`config.mk`:
```
export PLATFORM = sky130hd
export DESIGN_NAME = hazard_unit
export DESIGN_NICKNAME = d
export VERILOG_FILES = /design/src/rtl/hazard_unit.sv
export SDC_FILE = /design/constraint.sdc
export NUM_CORES = 1
export LEC_CHECK = 0
export ABC_AREA = 1
export CAP_MARGIN = 5
export CORE_AREA = 4 4 41 43
export CTS_CLUSTER_SIZE = 25
export DETAILED_ROUTE_END_ITERATION = 12
export DIE_AREA = 0 0 45 47
export PLACE_DENSITY_LB_ADDON = 0.2
export SETUP_SLACK_MARGIN = 0.5
export SLEW_MARGIN = 10
export SYNTH_ARGS = -nofsm -noshare
export SYNTH_HDL_FRONTEND = slang
export SYNTH_SLANG_ARGS = --single-unit
```
`constraint.sdc`:
```
create_clock -name clk -period 1.1 [get_ports clk]
set_input_delay 0.165 -clock clk [delete_from_list [all_inputs] [get_ports clk]]
set_output_delay 0.165 -clock clk [all_outputs]
set_load 0.1 [all_outputs]
```
`src/rtl/hazard_unit.sv`:
```
// Pipeline hazard unit: load-use stall/bubble, branch flush, memory-busy stall.
// Optional feature: define HAZARD_STATS_EN to build the saturating load-use
// stall-cycle counter on StallCycles; otherwise StallCycles is tied to zero.
//
// state | meaning
// IDLE  | no load-use sequence in progress
// LU2   | second bubble of a load-use sequence is due
module hazard_unit (
  input  logic        clk,
  input  logic        rst,
  input  logic [2:0]  DRs,
  input  logic [2:0]  DRt,
  input  logic        DUsesRs,
  input  logic        DUsesRt,
  input  logic [2:0]  XRd,
  input  logic        XMemRead,
  input  logic        XRegWrite,
  input  logic        BranchTaken,
  input  logic        MemBusy,
  output logic        Stall,
  output logic        Bubble,
  output logic        Flush,
  output logic [15:0] StallCycles
);

  typedef enum logic {IDLE, LU2} state_t;

  state_t state, nextState;
  logic   loadUse;

  // Load in execute whose destination is read by the decode instruction.
  assign loadUse = XMemRead & XRegWrite &
                   ((DUsesRs & (DRs == XRd)) | (DUsesRt & (DRt == XRd)));

  // State register; reset drops any pending second bubble immediately.
  always_ff @(posedge clk or posedge rst) begin
    if (rst) state <= IDLE;
    else     state <= nextState;
  end

  // Next state and outputs, priority MemBusy > BranchTaken > load-use.
  always_comb begin
    Stall     = 1'b0;
    Bubble    = 1'b0;
    Flush     = 1'b0;
    nextState = IDLE;
    if (rst) begin
      nextState = IDLE;
    end else if (MemBusy) begin
      Stall     = 1'b1;
      nextState = state;
    end else if (BranchTaken) begin
      Flush  = 1'b1;
      Bubble = 1'b1;
    end else if (state == LU2) begin
      Stall  = 1'b1;
      Bubble = 1'b1;
    end else if (loadUse) begin
      Stall     = 1'b1;
      Bubble    = 1'b1;
      nextState = LU2;
    end
  end

`ifdef HAZARD_STATS_EN
  logic [15:0] stallCnt;

  // Count load-use bubble cycles (Stall and Bubble together), saturating.
  always_ff @(posedge clk or posedge rst) begin
    if (rst)
      stallCnt <= 16'h0000;
    else if (Stall && Bubble && (stallCnt != 16'hFFFF))
      stallCnt <= stallCnt + 16'h0001;
  end

  assign StallCycles = stallCnt;
`else
  assign StallCycles = 16'h0000;
`endif

endmodule

```
# Word level (Yosys, flattened, before mapping)

Cells that the tools add are included.

Register bits: 1
Word-level logic and storage cells: 24
Output and inout port bits: 19
Input bits: 17

Multiplexer cells: 15
Equal/unequal tests: 3
Bitwise logic cells: 5

Operators by type and width:

| cell                                         | count |
|---|---|
| two-way mux 1 bit                            | 15 |
| == test 3 bit                                | 2 |
| AND 1 bit                                    | 4 |
| inequality test 2 bit, second input constant | 1 |
| OR 1 bit                                     | 1 |

# Longest topological paths before layout

Gate-level depths: netlist of the first run.

Depth in word-level cells: 9
Mapped depth: 10
Depth with buffers taken out: 10

# Worst setup path after synthesis of the first run

No wires, ideal clock.

Path kind: reg-to-output
Start: register state
End: output Bubble
Cell stages (with the launch flop): 3
Slack: -1.105 ns
Arrival time: 2.040 ns
Cells stage by stage: dfrtp_1 inv_1 a31oi_1

Word-level cells in the longest chain between the ends: 4

Ends and longest elaborated chain:

| item                   | line | source |
|---|---|---|
| start, declared        | 28   | `state_t state, nextState;` |
| start signal, assigned | 38   | `else state <= nextState;` |
| two-way mux 1 bit      | 55   | `end else if (state == LU2) begin` |
| two-way mux 1 bit      | 52   | `end else if (BranchTaken) begin` |
| two-way mux 1 bit      | 49   | `end else if (MemBusy) begin` |
| two-way mux 1 bit      | 47   | `if (rst) begin` |
| end, declared          | 21   | `output logic Bubble,` |

No other way between the ends.

# Worst setup path in the final report of the first run

Start: input DUsesRs
End: output Stall

Word-level cells in the longest chain between the ends: 8

Ends and longest elaborated chain:

| item              | line | source |
|---|---|---|
| start, declared   | 13   | `input logic DUsesRs,` |
| AND 1 bit         | 33   | `((DUsesRs & (DRs == XRd)) \| (DUsesRt & (DRt == XRd)));` |
| OR 1 bit          | 33   |  |
| AND 1 bit         | 32   | `assign loadUse = XMemRead & XRegWrite &` |
| two-way mux 1 bit | 58   | `end else if (loadUse) begin` |
| two-way mux 1 bit | 55   |  |
| two-way mux 1 bit | 52   |  |
| two-way mux 1 bit | 49   |  |
| two-way mux 1 bit | 47   |  |
| end, declared     | 20   | `output logic Stall,` |

No other way between the ends.

==> flow_summary.html, run 1 <==
<table>
<tr><th>Metric</th><th>Value</th></tr>
<tr><th colspan="2">STA</th></tr>
<tr><td>Worst-case clock skew</td><td>0 ns</td></tr>
<tr><td>Time the final worst path needs with I/O delays and setup</td><td>about 1.3 ns</td></tr>
<tr><td>Hold violation total from the final report</td><td>0</td></tr>
<tr><td>Number of max-slew violations in the final report</td><td>0</td></tr>
<tr><td>Final setup violation count</td><td>2</td></tr>
<tr><td>Post-route fraction of the period consumed by the critical path</td><td>118%</td></tr>
<tr><td>Unrepaired setup endpoints after global routing</td><td>true</td></tr>
<tr><td>Final worst slack</td><td>-0.199 ns</td></tr>
<tr><td>Maximum operating frequency</td><td>roughly 770 MHz</td></tr>
<tr><th colspan="2">Outcome</th></tr>
<tr><td>Violated checks</td><td>setup timing</td></tr>
<tr><td>Run status</td><td>finished with violations</td></tr>
<tr><th colspan="2">Place</th></tr>
<tr><td>Detailed placement HPWL</td><td>between 600 and 700 µm</td></tr>
<tr><td>Cell count after placement</td><td>103</td></tr>
<tr><td>Number of port buffers</td><td>19</td></tr>
<tr><td>Last weighted congestion value of the routability-driven placer</td><td>approximately 0.66</td></tr>
<tr><th colspan="2">Power</th></tr>
<tr><td>Proportion of power drawn by flip-flops and latches</td><td>around 7.9%</td></tr>
<tr><td>Net Sw Power</td><td>approximately 360 µW</td></tr>
<tr><td>Power Density</td><td>a little under 800 mW/mm²</td></tr>
<tr><td>Worst vdd rail ir drop</td><td>0.405 mV</td></tr>
<tr><td>Portion of total power attributed to the clock network</td><td>0%</td></tr>
<tr><td>Combinational power share</td><td>92.1%</td></tr>
<tr><td>Power Total</td><td>516 µW</td></tr>
<tr><td>Static Leak</td><td>0.000379 µW</td></tr>
<tr><td>Net switching fraction of the power</td><td>69.6%</td></tr>
<tr><td>Cell internal pwr</td><td>157 µW</td></tr>
<tr><th colspan="2">Critical path</th></tr>
<tr><td>Kind of launch point of the worst setup path</td><td>input pin</td></tr>
<tr><td>Maximum fanout along the worst path</td><td>2</td></tr>
<tr><td>Buffers and inverters on the worst path</td><td>2</td></tr>
<tr><td>Delay-heaviest family, CP</td><td>simple AND/OR/NAND/NOR gates</td></tr>
<tr><td>Endpoint of the worst register-to-register path</td><td>state</td></tr>
<tr><td>Element type at the critical path end</td><td>primary output</td></tr>
<tr><td>Worst path cell trace</td><td>clkdlybuf4s15_1, nand2_1, nor2_1, nand2_1, nand2_2, nand2_4, nand2_2, nand2_2, a21oi_4, buf_12</td></tr>
<tr><td>Category of the critical setup timing path</td><td>input pin to primary output</td></tr>
<tr><td>Cell count of the worst reg-to-reg path</td><td>3</td></tr>
<tr><td>Worst path required time</td><td>between 0.9 and 1 ns</td></tr>
<tr><td>Worst-path cell with the longest stage delay</td><td>buf_12</td></tr>
<tr><td>Worst reg2reg path startpoint</td><td>state</td></tr>
<tr><td>Setup slack of the worst register-to-register path</td><td>0.32 ns</td></tr>
<tr><td>CP Data Arrival Time</td><td>1.13 ns</td></tr>
<tr><td>Largest incremental delay on the critical path</td><td>0.19 ns</td></tr>
<tr><td>Critical path's most frequent cell</td><td>nand2_2</td></tr>
<tr><th colspan="2">Min path</th></tr>
<tr><td>Path class of the lowest-slack min-delay path</td><td>input pin to async pin</td></tr>
<tr><th colspan="2">Floorplan</th></tr>
<tr><td>Die Y-Extent</td><td>47 µm</td></tr>
<tr><td>Initial core utilization</td><td>27.4%</td></tr>
<tr><td>Floorplan Core Area</td><td>0.00130 mm²</td></tr>
<tr><td>Number of placement rows</td><td>13</td></tr>
<tr><td>I/O pin count</td><td>36</td></tr>
<tr><td>Floorplan die area</td><td>0.00212 mm²</td></tr>
<tr><td>Horizontal die dimension</td><td>45 µm</td></tr>
<tr><th colspan="2">Detailed routing</th></tr>
<tr><td>Per-cell routed wire length</td><td>~7.6 µm</td></tr>
<tr><td>Number of detailed-route iterations in the first pass</td><td>4</td></tr>
<tr><td>Detailed Route Iter0 Violations</td><td>4</td></tr>
<tr><td>Drt drc</td><td>0</td></tr>
<tr><td>ANT nets after route</td><td>0</td></tr>
<tr><td>Drt total wl</td><td>806 µm</td></tr>
<tr><td>Via count normalized by instance count</td><td>about 3.6</td></tr>
<tr><td>Total number of vias</td><td>383</td></tr>
<tr><th colspan="2">Global route</th></tr>
<tr><td>Wire length of the first global-routing pass</td><td>1250 µm</td></tr>
<tr><td>GRT Total Usage</td><td>around 7.4%</td></tr>
<tr><td>Initial antenna violation count</td><td>0</td></tr>
<tr><td>Vias in the first global route</td><td>335</td></tr>
<tr><td>Sum of overflow across all layers after global routing</td><td>0</td></tr>
<tr><td>Maximum number of pins on one net before global-route repair</td><td>5</td></tr>
<tr><th colspan="2">Synthesis</th></tr>
<tr><td>Mean Syn Cell Area</td><td>5.24 µm²</td></tr>
<tr><td>Count of yosys warnings during synthesis</td><td>0</td></tr>
<tr><td>Sequential share of the synthesized area</td><td>7.02%</td></tr>
<tr><td>Number of library cell types mapped by synthesis</td><td>13</td></tr>
<tr><td>Gate Count Post-Synth</td><td>68</td></tr>
<tr><td>Synth Register Bits</td><td>1</td></tr>
<tr><td>Summed instance area of the synthesized netlist</td><td>around 360 µm²</td></tr>
<tr><th colspan="2">Cells and area</th></tr>
<tr><td>Inserted Diodes</td><td>0</td></tr>
<tr><td>Most frequent cells in the layout</td><td>nand2_1, conb_1, inv_2, buf_6, nor2_1</td></tr>
<tr><td>Final instance count without filler cells</td><td>about 110</td></tr>
<tr><td>Layout cell share with drive strength beyond 1</td><td>roughly 50%</td></tr>
<tr><td>Registers with the most flip-flops</td><td>state (1)</td></tr>
<tr><td>Signed area change from the synthesized netlist to the final layout</td><td>83.9%</td></tr>
<tr><td>Total Nets Final</td><td>110</td></tr>
<tr><td>Max FFs per register</td><td>1</td></tr>
<tr><td>Top reg by flops</td><td>state</td></tr>
<tr><td>Most frequent standard cell in the layout excluding fill and tap cells</td><td>nand2_1</td></tr>
<tr><th colspan="2">Clock network</th></tr>
<tr><td>Clock input transition at the sequential cells of the worst setup and hold paths</td><td>0 ns</td></tr>
<tr><td>Skew-Pair Late Insertion Delay</td><td>0 ns</td></tr>
<tr><td>Hold_buf cts</td><td>0</td></tr>
<tr><th colspan="2">Job</th></tr>
<tr><td>Number of maximum-capacitance constraint violations</td><td>0</td></tr>
</table>
==> worst max path at each step <==
stage | start | endpoint | slack, ns | cells after the start
after floorplan | XRd[1] | Stall | -0.29 | 10
after global placement | XRd[1] | Stall | -0.65 | 12
after detailed placement | XRd[2] | Stall | -0.67 | 12
after CTS | XRd[1] | Stall | -0.26 | 12
after global routing | XRd[0] | Stall | -0.29 | 12
final | DUsesRs | Stall | -0.20 | 10
==> cell families (layout without fill, tap and decap cells) <==
group | after synthesis | after routing | synth area share [%]
other cells | 1 | 16 | 1.05
buf+inv | 30 | 38 | 48.4
compound gates | 4 | 4 | 7.02
simple gates | 32 | 32 | 36.5
flops | 1 | 1 | 7.02
==> cell usage after synthesis <==
library cell	count	area, µm²
nor2_1	7	26.3
a21oi_2	1	8.76
nand2_1	21	78.8
nand4_1	1	6.26
a21oi_1	1	5.00
a31oi_1	1	6.26
dfrtp_1	1	25.0
inv_1	13	48.8
conb_1	1	3.75
nand2_2	3	18.8
buf_4	16	120
o21ai_0	1	5.00
inv_2	1	3.75
==> stage by stage <==
stage	hold slack [ns]	setup TNS [ns]	cell area (µm²)	worst slack [ns]	util [%]
2_1_floorplan	-0.0923	-0.753	440	-0.293	-
3_3_place_gp	0.525	-1.69	574	-0.652	44.1
3_5_place_dp	0.519	-1.74	574	-0.673	44.1
5_1_grt	0.227	-0.514	656	-0.292	50.4
4_1_cts	0.207	-0.386	611	-0.256	46.9
6_report	0.207	-0.339	656	-0.199	50.4
==> what timing repair did <==
item | 4_1_cts | 5_1_grt
setup endpoints to repair | 5 | 4
resized for setup | 72 | 17
endpoints found under the hold margin | 0 | 0
buffers inserted | 3 | 0
pin swaps | 19 | 22
==> layout make-up <==
| cell class | instances | area [µm²] |
|---|---|---|
| Fill cell | 149 | 646 |
| Inverter | 14 | 65.1 |
| Multi-Input combinational cell | 52 | 273 |
| Sequential cell | 1 | 25.0 |
| Tap cell | 15 | 18.8 |
| Timing Repair Buffer | 24 | 274 |
==> power by group through the flow <==
stage	logic [µW]	registers, µW	clock network (µW)
finish	475	40.7	0
global route	498	41.0	0
CTS	454	40.8	0
detailed placement	440	40.3	0
global placement	439	40.3	0
floorplan	384	40.2	0
==> tightest hold or removal path, stage by stage <==
cell   delay [ns]
buf_8        0.10
inv_4        0.05
buf_4        0.09
buf_4        0.10
==> per-layer routing <==
metal	up-vias	GRT usage, %	share of wire (%)	wire length, µm
li1	211	-	-	-
met1	152	9.73	37	298
met2	20	14.1	50	407
met3	0	0.383	12	100
met4	0	0	0	0
met5	-	0	0	0
Power figures use the tool's default switching activity.
==> inputs of run 2 (changes only) <==
--- a/config.mk
+++ b/config.mk
@@ -11,7 +11,7 @@
 export CTS_CLUSTER_SIZE = 25
 export DETAILED_ROUTE_END_ITERATION = 12
 export DIE_AREA = 0 0 45 47
-export PLACE_DENSITY_LB_ADDON = 0.2
+export PLACE_DENSITY = 0.77
 export SETUP_SLACK_MARGIN = 0.5
 export SLEW_MARGIN = 10
 export SYNTH_ARGS = -nofsm -noshare
==> run 2 against run 1 <==
  * The flow still finishes with violations (setup timing)
  * Utilization stayed put
  * Global-route usage is 0.15 points higher
  * Final area stayed put
  * Register-to-register slack worse by 0.03 ns
  * Cell count is 1.9% higher
  * Worst setup slack worse by 0.031 ns
  * Wire length is 10% higher
  * Sequential share of layout area stayed put
  * Fmax is 2.3% lower
  * Critical path type unchanged
  * Critical endpoint is now Bubble
==> flow_summary.html, run 2 (synthesis gave the netlist of run 1 again) <==
<table>
<tr><th>Metric</th><th>Value</th></tr>
<tr><th colspan="2">Detailed routing</th></tr>
<tr><td>Detailed Route Iter0 Violations</td><td>3</td></tr>
<tr><td>Via count normalized by instance count</td><td>3.69</td></tr>
<tr><td>Total number of vias</td><td>399</td></tr>
<tr><td>Per-cell routed wire length</td><td>8.24 µm</td></tr>
<tr><td>Drt drc</td><td>0</td></tr>
<tr><td>Number of detailed-route iterations in the first pass</td><td>4</td></tr>
<tr><td>ANT nets after route</td><td>0</td></tr>
<tr><td>Drt total wl</td><td>890 µm</td></tr>
<tr><th colspan="2">Global route</th></tr>
<tr><td>Vias in the first global route</td><td>340</td></tr>
<tr><td>Maximum number of pins on one net before global-route repair</td><td>5</td></tr>
<tr><td>Initial antenna violation count</td><td>0</td></tr>
<tr><td>Wire length of the first global-routing pass</td><td>1260 µm</td></tr>
<tr><td>Sum of overflow across all layers after global routing</td><td>0</td></tr>
<tr><td>GRT Total Usage</td><td>7.57%</td></tr>
<tr><th colspan="2">Power</th></tr>
<tr><td>Static Leak</td><td>0.000376 µW</td></tr>
<tr><td>Worst vdd rail ir drop</td><td>0.412 mV</td></tr>
<tr><td>Power Density</td><td>785 mW/mm²</td></tr>
<tr><th colspan="2">Cells and area</th></tr>
<tr><td>Registers with the most flip-flops</td><td>state (1)</td></tr>
<tr><td>Final instance count without filler cells</td><td>around 110</td></tr>
<tr><td>Inserted Diodes</td><td>0</td></tr>
<tr><td>Top reg by flops</td><td>state</td></tr>
<tr><td>Number of fill cells in the layout</td><td>142</td></tr>
<tr><td>Layout cell share with drive strength beyond 1</td><td>49.5%</td></tr>
<tr><td>Signed area change from the synthesized netlist to the final layout</td><td>83.9%</td></tr>
<tr><td>Max FFs per register</td><td>1</td></tr>
<tr><td>Most frequent cells in the layout</td><td>nand2_1, conb_1, buf_6</td></tr>
<tr><td>Total Nets Final</td><td>112</td></tr>
<tr><th colspan="2">Floorplan</th></tr>
<tr><td>Floorplan Core Area</td><td>approximately 0.0013 mm²</td></tr>
<tr><td>I/O pin count</td><td>36</td></tr>
<tr><td>Die Y-Extent</td><td>47 µm</td></tr>
<tr><td>Initial core utilization</td><td>a little over a quarter</td></tr>
<tr><td>Horizontal die dimension</td><td>approximately 45 µm</td></tr>
<tr><td>Number of placement rows</td><td>13</td></tr>
<tr><td>Floorplan die area</td><td>0.00212 mm²</td></tr>
<tr><th colspan="2">STA</th></tr>
<tr><td>Final setup violation count</td><td>2</td></tr>
<tr><td>Unrepaired setup endpoints after global routing</td><td>true</td></tr>
<tr><td>Number of max-slew violations in the final report</td><td>0</td></tr>
<tr><td>Time the final worst path needs with I/O delays and setup</td><td>1.33 ns</td></tr>
<tr><td>Final worst slack</td><td>-0.230 ns</td></tr>
<tr><td>Worst-case clock skew</td><td>0 ns</td></tr>
<tr><td>Post-route fraction of the period consumed by the critical path</td><td>121%</td></tr>
<tr><td>Maximum operating frequency</td><td>752 MHz</td></tr>
<tr><td>Hold violation total from the final report</td><td>0</td></tr>
<tr><th colspan="2">Outcome</th></tr>
<tr><td>Violated checks</td><td>setup timing</td></tr>
<tr><td>Run status</td><td>finished with violations</td></tr>
<tr><th colspan="2">Place</th></tr>
<tr><td>Cell count after placement</td><td>104</td></tr>
<tr><td>Number of port buffers</td><td>19</td></tr>
<tr><td>Pre-CTS worst setup slack</td><td>-0.659 ns</td></tr>
<tr><td>Last weighted congestion value of the routability-driven placer</td><td>0.652</td></tr>
<tr><td>Detailed placement HPWL</td><td>~700 µm</td></tr>
<tr><th colspan="2">Critical path</th></tr>
<tr><td>Maximum fanout along the worst path</td><td>2</td></tr>
<tr><td>Category of the critical setup timing path</td><td>input pin to primary output</td></tr>
<tr><td>CP Data Arrival Time</td><td>between 1 and 1.5 ns</td></tr>
<tr><td>Worst reg2reg path startpoint</td><td>state</td></tr>
<tr><td>Worst path required time</td><td>0.94 ns</td></tr>
<tr><td>Endpoint of the worst register-to-register path</td><td>state</td></tr>
<tr><td>Kind of launch point of the worst setup path</td><td>input pin</td></tr>
<tr><td>Element type at the critical path end</td><td>primary output</td></tr>
<tr><td>Cell count of the worst reg-to-reg path</td><td>3</td></tr>
<tr><td>Setup slack of the worst register-to-register path</td><td>0.29 ns</td></tr>
<tr><th colspan="2">Job</th></tr>
<tr><td>Number of maximum-capacitance constraint violations</td><td>0</td></tr>
<tr><th colspan="2">Clock network</th></tr>
<tr><td>Clock input transition at the sequential cells of the worst setup and hold paths</td><td>0 ns</td></tr>
<tr><td>Skew-Pair Late Insertion Delay</td><td>0 ns</td></tr>
<tr><th colspan="2">Min path</th></tr>
<tr><td>Path class of the lowest-slack min-delay path</td><td>input pin to async pin</td></tr>
</table>
==> run 2: changes by cell type in the layout (fill, tap and decap cells not counted) <==
cell     previous run  this run
buf_4               4         5
inv_2               9         7
nand2_2             5         7
inv_1               2         4
nand2_4             2         1
buf_8               3         2
buf_2               1         3
nand2_1            17        16
==> run 2: worst max path at each step <==
stage / end / start
3_3_place_gp: Stall / XRd[1]
6_report: Bubble / DUsesRs
4_1_cts: Stall / XRd[1]
3_5_place_dp: Stall / XRd[1]
2_1_floorplan: Stall / XRd[1]
5_1_grt: Bubble / DRt[1]
==> run 2: area by class of cell <==
class                           instances  area (µm²)  share of cell area (%)
Inverter                               14        65.1                    9.92
Tap cell                               15        18.8                    2.86
Multi-Input combinational cell         52         270                    41.2
Timing Repair Buffer                   26         277                    42.2
Sequential cell                         1        25.0                    3.82
==> run 2: worst max-delay path, cell delays in order <==
cell and delay, ns:
clkdlybuf4s15_1 0.16, nand2_1 0.05, nor2_1 0.09, nand2_1 0.07
nand2_2 0.08, nand2_2 0.06, buf_6 0.12, a31oi_4 0.19
buf_12 0.19
==> run 2: power by group <==
part	total [µW]	leakage [µW]	switching (µW)	internal, µW
clock network	0	0	0	0
logic	474	0.000362	358	116
registers	40.9	0.0000134	1.62	39.3
total	515	0.000376	360	155
==> run 2: per-layer routing <==
layer / GRT usage, % / up-vias / part of all wire, %
li1: - / 216 / -
met5: 0 / - / 0
met4: 0 / 0 / 0
met2: 16.7 / 21 / 58
met1: 7.90 / 162 / 30
met3: 0.766 / 0 / 12
==> run 2: per-stage QoR <==
stage / area [µm²] / utilization (%) / power [µW] / setup TNS [ns] / hold WS (ns)
floorplan: 440 / - / 424 / -0.753 / -0.0923
global placement: 582 / 44.7 / 481 / -1.63 / 0.459
detailed placement: 582 / 44.7 / 483 / -1.70 / 0.478
CTS: 629 / 48.4 / 501 / -0.432 / 0.201
global route: 656 / 50.4 / 536 / -0.580 / 0.227
finish: 656 / 50.4 / 515 / -0.411 / 0.212
==> run 2: what timing repair did <==
| item | CTS | global route |
|---|---|---|
| pin swaps | 20 | 14 |
| gates resized for setup | 73 | 12 |
| hold buffers | 0 | 0 |
| buffers inserted | 4 | 0 |
| setup endpoints to repair | 4 | 4 |
